==> src/rtl/obi_rr_arbiter.sv <==
// obi_rr_arbiter: two primary OBI ports arbitrated round-robin onto one secondary OBI port.
// Latency: request to sec_req_o one cycle; secondary grant and response reach the owner combinationally.
// Backpressure: one transaction at a time; primaries see no gnt until the secondary grants the owner's request.
module obi_rr_arbiter #(
  parameter int unsigned RVALID_TIMEOUT = 255
) (
  input  logic        clk_i,
  input  logic        rst_i,
  input  logic        p0_req_i,
  output logic        p0_gnt_o,
  input  logic [31:0] p0_addr_i,
  input  logic        p0_we_i,
  input  logic [3:0]  p0_be_i,
  input  logic [31:0] p0_wdata_i,
  output logic        p0_rvalid_o,
  output logic [31:0] p0_rdata_o,
  input  logic        p1_req_i,
  output logic        p1_gnt_o,
  input  logic [31:0] p1_addr_i,
  input  logic        p1_we_i,
  input  logic [3:0]  p1_be_i,
  input  logic [31:0] p1_wdata_i,
  output logic        p1_rvalid_o,
  output logic [31:0] p1_rdata_o,
  output logic        sec_req_o,
  output logic [31:0] sec_addr_o,
  output logic        sec_we_o,
  output logic [3:0]  sec_be_o,
  output logic [31:0] sec_wdata_o,
  input  logic        sec_gnt_i,
  input  logic        sec_rvalid_i,
  input  logic [31:0] sec_rdata_i,
  output logic        busy_o,
  output logic        timeout_o
);

  typedef enum logic [1:0] {IDLE = 2'd0, REQ = 2'd1, RESP = 2'd2} state_t;

  // Timeout fires in the RESP cycle whose missing rvalid would bring the count to RVALID_TIMEOUT.
  localparam logic [15:0] CNT_LAST = 16'(RVALID_TIMEOUT - 1);

  state_t      state;
  logic        owner;     // port that owns the outstanding transaction
  logic        last_gnt;  // port that won the most recent arbitration
  logic [15:0] rsp_cnt;

  logic        any_req;
  logic        winner;
  logic        gnt_hit;
  logic        rsp_hit;
  logic        tmo_hit;
  logic        rv_hit;
  logic [31:0] rdata_sel;

  // Round-robin pick: on contention the port not granted last wins, otherwise the lone requester.
  always_comb begin
    any_req = p0_req_i | p1_req_i;
    if (p0_req_i && p1_req_i) begin
      winner = ~last_gnt;
    end else begin
      winner = p1_req_i;
    end
  end

  // Grant, response and timeout events for the current cycle; all silenced while reset is held.
  always_comb begin
    gnt_hit   = !rst_i && (state == REQ) && sec_gnt_i;
    rsp_hit   = !rst_i && (state == RESP) && sec_rvalid_i;
    tmo_hit   = !rst_i && (state == RESP) && !sec_rvalid_i && (rsp_cnt == CNT_LAST);
    rv_hit    = rsp_hit | tmo_hit;
    rdata_sel = tmo_hit ? 32'hFFFF_FFFF : sec_rdata_i;
  end

  assign p0_gnt_o    = gnt_hit & ~owner;
  assign p1_gnt_o    = gnt_hit & owner;
  assign p0_rvalid_o = rv_hit & ~owner;
  assign p1_rvalid_o = rv_hit & owner;
  assign p0_rdata_o  = (rv_hit && !owner) ? rdata_sel : 32'h0;
  assign p1_rdata_o  = (rv_hit && owner) ? rdata_sel : 32'h0;
  assign busy_o      = (state != IDLE);
  assign timeout_o   = tmo_hit;

  // Transaction FSM: arbitrate in IDLE, hold the request in REQ, wait for response or timeout in RESP.
  always_ff @(posedge clk_i) begin
    if (rst_i) begin
      state       <= IDLE;
      owner       <= 1'b0;
      last_gnt    <= 1'b1;
      rsp_cnt     <= 16'h0;
      sec_req_o   <= 1'b0;
      sec_addr_o  <= 32'h0;
      sec_we_o    <= 1'b0;
      sec_be_o    <= 4'h0;
      sec_wdata_o <= 32'h0;
    end else begin
      case (state)
        IDLE: begin
          if (any_req) begin
            state       <= REQ;
            owner       <= winner;
            last_gnt    <= winner;
            sec_req_o   <= 1'b1;
            sec_addr_o  <= winner ? p1_addr_i : p0_addr_i;
            sec_we_o    <= winner ? p1_we_i : p0_we_i;
            sec_be_o    <= winner ? p1_be_i : p0_be_i;
            sec_wdata_o <= winner ? p1_wdata_i : p0_wdata_i;
          end
        end
        REQ: begin
          if (sec_gnt_i) begin
            state     <= RESP;
            sec_req_o <= 1'b0;
            rsp_cnt   <= 16'h0;
          end
        end
        RESP: begin
          if (sec_rvalid_i || (rsp_cnt == CNT_LAST)) begin
            state <= IDLE;
          end else begin
            rsp_cnt <= rsp_cnt + 16'd1;
          end
        end
        default: state <= IDLE;
      endcase
    end
  end

endmodule
==> config.mk <==
export PLATFORM = sky130hd
export DESIGN_NAME = obi_rr_arbiter
export DESIGN_NICKNAME = d
export VERILOG_FILES = /design/src/rtl/obi_rr_arbiter.sv
export SDC_FILE = /design/constraint.sdc
export NUM_CORES = 1
export LEC_CHECK = 0
export CAP_MARGIN = 20
export CORE_MARGIN = 2
export CORE_UTILIZATION = 25
export DETAILED_ROUTE_END_ITERATION = 8
export PLACE_DENSITY = 0.59
export SLEW_MARGIN = 10
export SYNTH_ARGS = -nofsm -noshare
export SYNTH_HDL_FRONTEND = slang
export SYNTH_SLANG_ARGS = --single-unit
==> constraint.sdc <==
create_clock -name clk_i -period 2.6 [get_ports clk_i]
set_clock_uncertainty 0.05 [all_clocks]
set_input_delay 0.52 -clock clk_i [delete_from_list [all_inputs] [get_ports clk_i]]
set_output_delay 0.52 -clock clk_i [all_outputs]
set_load 0.005 [all_outputs]
# Word-level counts from Yosys, hierarchy flattened
# Cells that the tools add are included.
[word_totals]
out_inout_bits = 140
ff_bits = 90
[op_classes]
mux = 18
reduce_logical = 21
n_addsub = 1
n_eq_ne = 7
bitwise_logic = 8
[ops]
columns = ["op", "n"]
rows = [
  ["$mux 32", 5],
  ["$mux 16", 2],
  ["$pmux 16 s2", 1],
  ["$add 16x1->16 const B", 1],
  ["$eq 16x8->1 const B", 1],
  ["$logic_and 1x1->1", 9],
  ["$reduce_and 3->1", 3],
  ["$mux 2", 3],
  ["$ne 2x2->1 const B", 3],
  ["$pmux 2 s3", 1],
  ["$reduce_bool 2->1", 3],
  ["$and 1x1->1", 4],
  ["$mux 1", 4],
  ["$mux 4", 1],
  ["$logic_not 1->1", 3],
  ["$eq 2x1->1 const B", 1],
  ["$eq 2x2->1 const B", 1],
  ["$logic_not 2->1", 1],
  ["$ne 2x1->1 const B", 1],
  ["$not 1->1", 2],
  ["$or 1x1->1", 2],
  ["$pmux 1 s2", 1],
  ["$reduce_and 2->1", 1],
  ["$logic_or 1x1->1", 1],
]

# Depth between registers and ports, before layout
# Gate-level depths: netlist (run 1).
[logic_depth]
word_depth = 7
depth_mapped = 8

# Worst setup path after synthesis (run 1)
# OpenSTA, ideal clock, no wires.
[synth_path]
path_kind = "reg-to-output"
startpoint = "register rsp_cnt[0]"
endpoint = "output p0_rdata_o[12]"
required_time_ps = 2030
arrival_time_ps = 1716
slack_ps = 314
stages_incl_launch_ff = 9
cell_sequence = "dfxtp_1 > inv_1 > ha_1 > nor4b_4 > a41oi_4 > or3_1 > buf_6 > buf_8 > nor2_2"
[synth_via]
elab_chain_cells = 5
[synth_rtl]
columns = ["item", "line_no", "text"]
rows = [
  ["start: declaration", "45", "logic [15:0] rsp_cnt;"],
  ["start signal: assignment", "120", "rsp_cnt <= rsp_cnt + 16'd1;"],
  ["$eq 16x8->1 *", "69", "tmo_hit = !rst_i && (state == RESP) && !sec_rvalid_i && (rsp_cnt == CNT_LAST);"],
  ["$logic_and 1x1->1 *", "69", ""],
  ["$or 1x1->1", "70", "rv_hit = rsp_hit | tmo_hit;"],
  ["$logic_and 1x1->1", "78", "assign p0_rdata_o = (rv_hit && !owner) ? rdata_sel : 32'h0;"],
  ["$mux 32 *", "78", ""],
  ["end: declaration", "16", "output logic [31:0] p0_rdata_o,"],
]
# Mark *: on every way between the ends. The rest lies on a longest branch, timed or not.

# Worst setup path in the final report (run 1)
[layout_path]
startpoint = "register rsp_cnt[0]"
endpoint = "output p0_rdata_o[28]"
# The elaborated chain is that of the path after synthesis.

==> impl_metrics.prom, run 1 <==
# TYPE chip_impl_metric gauge
chip_impl_metric{name="worst_r2r_path_depth",unit=""} 10
chip_impl_metric{name="design.core.area",unit="um^2"} 18500
chip_impl_metric{name="wire_length_of_the_first_global_routing_pass",unit="um"} 26300
chip_impl_info{name="start_kind",value="flip-flop"} 1
chip_impl_info{name="cts_root_buffer",value="sky130_fd_sc_hd__clkbuf_16"} 1
chip_impl_info{name="min_to",value="sec_req_o$_SDFFE_PP0P_"} 1
chip_impl_metric{name="synth-warning-count",unit=""} 0
chip_impl_metric{name="numCtsBuffers",unit=""} 9
chip_impl_metric{name="final_net_count",unit=""} 1085
chip_impl_metric{name="power.leakage",unit="nW"} 3.64
chip_impl_metric{name="final_max_slew_viol_count",unit=""} 0
chip_impl_metric{name="route.detailed.vias_per_inst",unit=""} 4.53
chip_impl_metric{name="cap_viol_max_count",unit=""} 0
chip_impl_metric{name="critPathMaxStageDelay",unit="ns"} 0.47
chip_impl_info{name="worst_path_dominant_cell_family",value="simple AND/OR/NAND/NOR gates"} 1
chip_impl_metric{name="layout-drive-gt1-share",unit="%"} 26.5
chip_impl_metric{name="numPlacedInstances",unit=""} 1100
chip_impl_info{name="synth_most_common_cell",value="sky130_fd_sc_hd__nor2_1"} 1
chip_impl_metric{name="fillCellCount",unit=""} 1757
chip_impl_metric{name="cp.arrival",unit="ns"} 2.42
chip_impl_metric{name="syn2layout_area_growth",unit="%"} 94.1
chip_impl_metric{name="worstSkewPairLatency",unit="ns"} 0.34
chip_impl_metric{name="grt_start_max_net_pins",unit=""} 81
chip_impl_metric{name="syn_inst",unit=""} 555
chip_impl_metric{name="required",unit="ns"} 2.03
chip_impl_metric{name="timing.final.setup_violations",unit=""} 66
chip_impl_info{name="ys.flop_type",value="sky130_fd_sc_hd__dfxtp_1"} 1
chip_impl_metric{name="worst-r2r-setup-slack",unit="ns"} 0.45
chip_impl_info{name="worst_hold_path_type",value="flip-flop to flip-flop"} 1
chip_impl_metric{name="final_hold_slack",unit="ns"} 0.415
chip_impl_metric{name="fp.dieH",unit="um"} 141
chip_impl_info{name="rsz_0062_raised_after_global_routing",value="true"} 1
chip_impl_metric{name="floorplan.rows",unit=""} 50
chip_impl_metric{name="crit_path_max_fanout",unit=""} 8
chip_impl_metric{name="number_of_inserted_diodes",unit=""} 0
chip_impl_metric{name="vias",unit=""} 5195
chip_impl_metric{name="instances_no_fill",unit=""} 1146
chip_impl_info{name="yosys-top-cells-area",value="sky130_fd_sc_hd__dfxtp_1 39%, sky130_fd_sc_hd__mux2i_1 15%, sky130_fd_sc_hd__nor2_1 12%, sky130_fd_sc_hd__a211oi_1 11%, sky130_fd_sc_hd__nor2_2 3.6%"} 1
chip_impl_metric{name="number_of_global_route_vias_before_repair",unit=""} 4787
chip_impl_info{name="end_kind",value="output port"} 1
chip_impl_info{name="netlist.top_cell.by_area",value="sky130_fd_sc_hd__dfxtp_1"} 1
chip_impl_metric{name="overflow",unit=""} 0
chip_impl_info{name="rr_endpoint",value="rsp_cnt[7]$_SDFFE_PP0P_"} 1
chip_impl_metric{name="synth_nets",unit=""} 733
chip_impl_metric{name="mean_post_synth_cell_area",unit="um^2"} 8.42
chip_impl_info{name="run_status",value="complete, but fails checks"} 1
chip_impl_metric{name="synth.distinct_cells",unit=""} 46
chip_impl_metric{name="final_period_minus_worst_setup_slack",unit="ns"} 2.99
chip_impl_metric{name="tritoncts_num_sinks",unit=""} 90
chip_impl_metric{name="synth_async_reset_ratio",unit="%"} 0
chip_impl_metric{name="post-synth-top-area-fraction",unit="%"} 38.6
chip_impl_metric{name="floorplan.io_pins",unit=""} 316
chip_impl_metric{name="htree_levels",unit=""} 3
chip_impl_metric{name="finalHoldViolations",unit=""} 0
chip_impl_info{name="violated_checks",value="setup timing"} 1
chip_impl_metric{name="layout.area.seq",unit="um^2"} 1800
chip_impl_metric{name="cp.buffers_inverters",unit=""} 5
chip_impl_metric{name="relSlewSlack",unit="%"} 37.2
chip_impl_metric{name="final_util",unit="%"} 49.0
chip_impl_metric{name="initialDrtViolationCount",unit=""} 188
chip_impl_metric{name="dr.pass1.iters",unit=""} 4
chip_impl_metric{name="fmaxAchievable",unit="MHz"} 334
chip_impl_metric{name="hold_path_depth",unit=""} 2
chip_impl_metric{name="multiInputGateArea",unit="um^2"} 2960
chip_impl_metric{name="die_w",unit="um"} 141
chip_impl_metric{name="worst_slack_at_placement",unit="ns"} -0.435
chip_impl_metric{name="power_density",unit="nW/um^2"} 437
chip_impl_metric{name="peak_vdd_ir",unit="uV"} 357
chip_impl_metric{name="placement.io_buffers",unit=""} 315
chip_impl_info{name="type_of_the_worst_setup_path",value="flip-flop to output port"} 1
chip_impl_metric{name="start_util",unit="%"} 25.2
chip_impl_metric{name="cts-hold-fix-buffers",unit=""} 0
chip_impl_metric{name="gr-usage-all-layers",unit="%"} 16.8
chip_impl_metric{name="grt_antenna_before_repair",unit=""} 0
chip_impl_info{name="hold_start",value="sec_req_o$_SDFFE_PP0P_"} 1
chip_impl_metric{name="yosysSeqAreaShare",unit="%"} 38.6
chip_impl_metric{name="fin_crit_sh",unit="%"} 115
chip_impl_info{name="timing.critical_path.slowest_stage_cell",value="sky130_fd_sc_hd__or3_4"} 1
chip_impl_info{name="crit_path_cell_trace",value="inv_2 > ha_4 > nor4b_4 > buf_4 > a41oi_4 > or3_4 > buf_6 > clkbuf_16 > nor2_4 > buf_2"} 1
chip_impl_info{name="tritoncts",value="yes"} 1
chip_impl_metric{name="synth_enable_flop_cells",unit=""} 0
chip_impl_metric{name="routed_wire_length_per_instance",unit="um"} 15.8
chip_impl_metric{name="cts.reportedPaths.clkPinSlew",unit="ns"} 0.07
chip_impl_metric{name="clock_tree.buffer_depth",unit=""} 2
chip_impl_info{name="r2r-start",value="rsp_cnt[0]$_SDFFE_PP0P_"} 1
chip_impl_metric{name="netlist_area",unit="um^2"} 4670
chip_impl_metric{name="totalWireLength",unit="um"} 18100
chip_impl_metric{name="postRouteAntennaNets",unit=""} 0
chip_impl_metric{name="die_area",unit="um^2"} 19800
chip_impl_info{name="crit_start",value="rsp_cnt[0]$_SDFFE_PP0P_"} 1
chip_impl_metric{name="setup_slack",unit="ns"} -0.393
chip_impl_metric{name="place.gp.congestion",unit=""} 0.784
chip_impl_info{name="synth_common_cells",value="149 x sky130_fd_sc_hd__nor2_1, 90 x sky130_fd_sc_hd__dfxtp_1, 70 x sky130_fd_sc_hd__a211oi_1, 70 x sky130_fd_sc_hd__mux2i_1, 27 x sky130_fd_sc_hd__nor2_2"} 1
chip_impl_metric{name="synth.ff_latch_count",unit=""} 90
chip_impl_metric{name="setup-tns-final",unit="ns"} -16.93
chip_impl_metric{name="worst_pin_slew",unit="ns"} 0.942
chip_impl_metric{name="dpl.hpwl",unit="um"} 12400
chip_impl_metric{name="drcViolationCount",unit=""} 0
-- stage by stage --
step / power [W] / cell area [um^2]
floorplan: 0.00205 / 4670
global placement: 0.00274 / 8320
detailed placement: 0.00275 / 8320
CTS: 0.00401 / 8940
global route: 0.00418 / 9070
finish: 0.00397 / 9070
-- state kept, by name (all words and copies together) (netlist names) --
register     count
sec_addr_o      32
sec_wdata_o     32
rsp_cnt         16
sec_be_o         4
state            2
last_gnt         1
owner            1
sec_req_o        1
sec_we_o         1
-- worst register-to-register path, delay by kind of cell, from the launching register on --
| family | cells | cell delay (ns) |
|---|---|---|
| DFF | 1 | 0.33 |
| adders and majority gates | 1 | 0.16 |
| buffers and inverters | 4 | 0.48 |
| AOI/OAI and AO/OA | 3 | 0.55 |
| and+or+nand+nor | 2 | 0.51 |
-- metal layers --
metal  GRT usage (%)  share of wire (%)  up-vias
met4            4.95                3.5        0
met5               0                  0        -
met1            18.6                 38     2264
met2            30.1                 50      245
li1                -                  -     2657
met3            5.88                8.8       29
-- layout by cell type (no fill, tap or decap), types with 17 or more instances in the layout --
master                              n
sky130_fd_sc_hd__buf_2             53
sky130_fd_sc_hd__buf_6             17
sky130_fd_sc_hd__mux2i_1           70
sky130_fd_sc_hd__dfxtp_1           88
sky130_fd_sc_hd__clkdlybuf4s50_1  247
sky130_fd_sc_hd__nor2_4            43
sky130_fd_sc_hd__buf_4             42
sky130_fd_sc_hd__nor2_2            27
sky130_fd_sc_hd__nor2_1           108
sky130_fd_sc_hd__a211oi_1          70
-- where the power goes --
part | total [W] | switching [W] | internal, W
combinational | 0.00115 | 0.000465 | 0.000684
sequential | 0.00158 | 0.0000665 | 0.00152
clock | 0.00123 | 0.000574 | 0.000657
total | 0.00397 | 0.00111 | 0.00286
-- logic make-up (layout without fill, tap and decap cells) --
group                      Yosys count  in the layout  share of synthesized area (%)
DFF                                 90             90                           38.6
and+or+nand+nor                    230            230                           23.3
xor gates and xnor gates             1              1                          0.187
muxes                               70             70                           15.0
buffers and inverters               52            409                           5.57
adders and majority gates            2              2                          0.535
AOI/OAI and AO/OA                  110            110                           16.9
-- cell type report --
| class | count | share of cell area (%) |
|---|---|---|
| Sequential cell | 90 | 19.9 |
| Clock buffer | 10 | 2.52 |
| Clock inverter | 6 | 0.538 |
| Multi-Input combinational cell | 413 | 32.6 |
| Tap cell | 234 | 3.23 |
| Timing Repair Buffer | 388 | 41.0 |
| Inverter | 5 | 0.207 |
-- worst max path at each step --
stage,to,slack (ns),cells after the start
after floorplan,p0_rdata_o[12],0.31,8
after global placement,p0_rdata_o[1],-0.42,6
after detailed placement,p0_rdata_o[3],-0.44,6
after CTS,p0_rdata_o[14],-0.52,10
after global routing,p0_rdata_o[18],-0.49,11
final,p0_rdata_o[28],-0.39,10
-- repair_timing --
item / CTS / global route
endpoints found under the setup margin: 67 / 66
pin swaps: 4 / 35
buffers inserted: 12 / 17
gates cloned: 6 / 3
resized for setup: 198 / 173
Note: power is estimated with default switching activity, not from simulation.
==> inputs of run 2 (changes only) <==
CORE_AREA = 2 2 124 126   (was default)
CORE_MARGIN = default   (was 2)
CORE_UTILIZATION = default   (was 25)
DIE_AREA = 0 0 126 128   (was default)
PLACE_DENSITY = 0.72   (was 0.59)
==> impl_metrics.prom, run 2 (synthesis results as in run 1) <==
# TYPE chip_impl_metric gauge
chip_impl_metric{name="wire_length_of_the_first_global_routing_pass",unit="um"} 24600
chip_impl_metric{name="final_net_count",unit=""} 1083
chip_impl_metric{name="design_area",unit="um^2"} 8900
chip_impl_metric{name="crit_path_max_fanout",unit=""} 5
chip_impl_metric{name="postRouteAntennaNets",unit=""} 0
chip_impl_metric{name="hold_path_depth",unit=""} 2
chip_impl_info{name="start_kind",value="flip-flop"} 1
chip_impl_info{name="cts_root_buffer",value="sky130_fd_sc_hd__clkbuf_16"} 1
chip_impl_info{name="hold_start",value="sec_req_o$_SDFFE_PP0P_"} 1
chip_impl_metric{name="drcViolationCount",unit=""} 0
chip_impl_info{name="run_status",value="complete, but fails checks"} 1
chip_impl_metric{name="power_density",unit="nW/um^2"} 461
chip_impl_metric{name="worst-r2r-setup-slack",unit="ns"} 0.54
chip_impl_info{name="type_of_the_worst_setup_path",value="flip-flop to output port"} 1
chip_impl_metric{name="placed_area",unit="um^2"} 8190
chip_impl_info{name="violated_checks",value="setup timing"} 1
chip_impl_info{name="r2r-start",value="rsp_cnt[0]$_SDFFE_PP0P_"} 1
chip_impl_metric{name="numCtsBuffers",unit=""} 9
chip_impl_metric{name="dpl.hpwl",unit="um"} 12100
chip_impl_metric{name="grt_antenna_before_repair",unit=""} 0
chip_impl_metric{name="gr-usage-all-layers",unit="%"} 19.0
chip_impl_metric{name="floorplan.rows",unit=""} 45
chip_impl_metric{name="overflow",unit=""} 0
chip_impl_info{name="end_kind",value="output port"} 1
chip_impl_metric{name="final_period_minus_worst_setup_slack",unit="ns"} 2.92
chip_impl_metric{name="clock_tree.buffer_depth",unit=""} 2
chip_impl_metric{name="tritoncts_num_sinks",unit=""} 90
chip_impl_metric{name="die_w",unit="um"} 126
chip_impl_metric{name="vias",unit=""} 5232
chip_impl_info{name="layout.cells.most_common",value="sky130_fd_sc_hd__clkdlybuf4s50_1"} 1
chip_impl_metric{name="grt_start_max_net_pins",unit=""} 81
chip_impl_metric{name="setup-tns-final",unit="ns"} -15.90
chip_impl_metric{name="fin_crit_sh",unit="%"} 112
chip_impl_metric{name="worst_pin_slew",unit="ns"} 0.869
chip_impl_info{name="tritoncts",value="yes"} 1
chip_impl_metric{name="die_area",unit="um^2"} 16100
chip_impl_metric{name="relSlewSlack",unit="%"} 42.1
chip_impl_metric{name="number_of_inserted_diodes",unit=""} 0
chip_impl_metric{name="worstSkewPairLatency",unit="ns"} 0.33
chip_impl_metric{name="final_max_slew_viol_count",unit=""} 0
chip_impl_metric{name="fmaxAchievable",unit="MHz"} 342
chip_impl_metric{name="finalHoldViolations",unit=""} 0
chip_impl_info{name="rsz_0062_raised_after_global_routing",value="true"} 1
chip_impl_metric{name="floorplan.io_pins",unit=""} 316
chip_impl_metric{name="route.detailed.vias_per_inst",unit=""} 4.77
chip_impl_metric{name="design.core.area",unit="um^2"} 14900
chip_impl_metric{name="dr.pass1.iters",unit=""} 4
chip_impl_metric{name="setup_slack",unit="ns"} -0.323
chip_impl_metric{name="placement.io_buffers",unit=""} 315
chip_impl_metric{name="cp.arrival",unit="ns"} 2.35
chip_impl_metric{name="layout-drive-gt1-share",unit="%"} 26.0
chip_impl_metric{name="htree_levels",unit=""} 3
chip_impl_metric{name="power.leakage",unit="nW"} 3.62
chip_impl_metric{name="timing.final.setup_violations",unit=""} 65
chip_impl_metric{name="place.gp.congestion",unit=""} 0.794
chip_impl_metric{name="number_of_global_route_vias_before_repair",unit=""} 4772
chip_impl_metric{name="cap_viol_max_count",unit=""} 0
chip_impl_info{name="worst_hold_path_type",value="flip-flop to flip-flop"} 1
chip_impl_info{name="layout_top_registers",value="sec_addr_o x32, sec_wdata_o x32, rsp_cnt x16"} 1
chip_impl_metric{name="worst_r2r_path_depth",unit=""} 9
chip_impl_metric{name="peak_vdd_ir",unit="uV"} 360
chip_impl_metric{name="routed_wire_length_per_instance",unit="um"} 15.7
chip_impl_metric{name="start_util",unit="%"} 31.4
chip_impl_metric{name="initialDrtViolationCount",unit=""} 140
chip_impl_metric{name="required",unit="ns"} 2.03
chip_impl_metric{name="fillCellCount",unit=""} 1318
chip_impl_metric{name="cts.reportedPaths.clkPinSlew",unit="ns"} 0.06
chip_impl_info{name="min_to",value="sec_req_o$_SDFFE_PP0P_"} 1
chip_impl_metric{name="fp.dieH",unit="um"} 128
chip_impl_metric{name="syn2layout_area_growth",unit="%"} 90.4
chip_impl_metric{name="totalWireLength",unit="um"} 17200
chip_impl_info{name="layout_common_cells",value="247 x sky130_fd_sc_hd__clkdlybuf4s50_1, 115 x sky130_fd_sc_hd__nor2_1, 88 x sky130_fd_sc_hd__dfxtp_1, 70 x sky130_fd_sc_hd__mux2i_1, 70 x sky130_fd_sc_hd__a211oi_1"} 1
chip_impl_info{name="rr_endpoint",value="rsp_cnt[1]$_SDFFE_PP0P_"} 1
==> run 2: where the power goes <==
part           switching, W  internal, W  total [W]
registers         0.0000726      0.00152    0.00159
logic              0.000452     0.000678    0.00113
clock network      0.000543     0.000840    0.00138
total               0.00107      0.00304    0.00410
==> run 2: area by class of cell <==
class                   count  area [um^2]  area share, %
clock buffers               9          225           2.53
inverters                   5         26.3          0.295
multi-input cells         413         2880           32.4
clock inverters             6         91.3           1.03
repair buffers            386         3630           40.8
flip-flops and latches     90         1800           20.3
well taps                 188          235           2.64
==> run 2: worst max-delay path by stage <==
stage                      to               startpoint
4_1_cts        p0_rdata_o[28]  rsp_cnt[0]$_SDFFE_PP0P_
6_report        p1_rdata_o[0]  rsp_cnt[0]$_SDFFE_PP0P_
3_5_place_dp   p0_rdata_o[18]             sec_rvalid_i
3_3_place_gp   p0_rdata_o[31]             sec_rvalid_i
5_1_grt        p1_rdata_o[28]  rsp_cnt[0]$_SDFFE_PP0P_
2_1_floorplan  p0_rdata_o[12]  rsp_cnt[0]$_SDFFE_PP0P_
==> run 2: routing by layer <==
metal	wire length, um	track usage [%]
met4	453	6.85
met5	0	0
met1	6510	20.8
met2	9010	35.0
met3	1200	5.26
==> run 2: per-stage QoR <==
stage	utilization (%)	power [W]	std cells	setup WS (ns)	hold slack, ns
CTS	57.9	0.00412	1074	-0.474	0.420
global placement	55.1	0.00271	1048	-0.412	0.401
floorplan	-	0.00205	555	0.314	0.403
finish	59.9	0.00410	1097	-0.323	0.423
global route	59.9	0.00431	1097	-0.475	0.454
detailed placement	55.1	0.00272	1048	-0.480	0.410
==> run 2: timing repair <==
| item | CTS | global route |
|---|---|---|
| gates resized for setup | 178 | 165 |
| setup buffers | 9 | 21 |
| hold buffers | 0 | 0 |
| endpoints found under the setup margin | 67 | 68 |
| pin swaps | 0 | 46 |
| cloned | 2 | 4 |
==> run 2: worst max-delay path, cell delays in order, from the launching register on <==
cell and delay, ns:
sky130_fd_sc_hd__dfxtp_2 0.33, sky130_fd_sc_hd__inv_2 0.07, sky130_fd_sc_hd__ha_4 0.13, sky130_fd_sc_hd__nor4b_4 0.30, sky130_fd_sc_hd__nand4_1 0.21, sky130_fd_sc_hd__nor3_4 0.32
sky130_fd_sc_hd__buf_6 0.15, sky130_fd_sc_hd__clkbuf_16 0.13, sky130_fd_sc_hd__buf_8 0.12, sky130_fd_sc_hd__nor2_2 0.06, sky130_fd_sc_hd__nor2_1 0.09, sky130_fd_sc_hd__buf_2 0.12
==> inputs of run 3 (changes only) <==
HOLD_SLACK_MARGIN = 0.05   (was default)
==> results of run 3 <==
The final DEF is identical to that of run 2; final timing and power are the same.
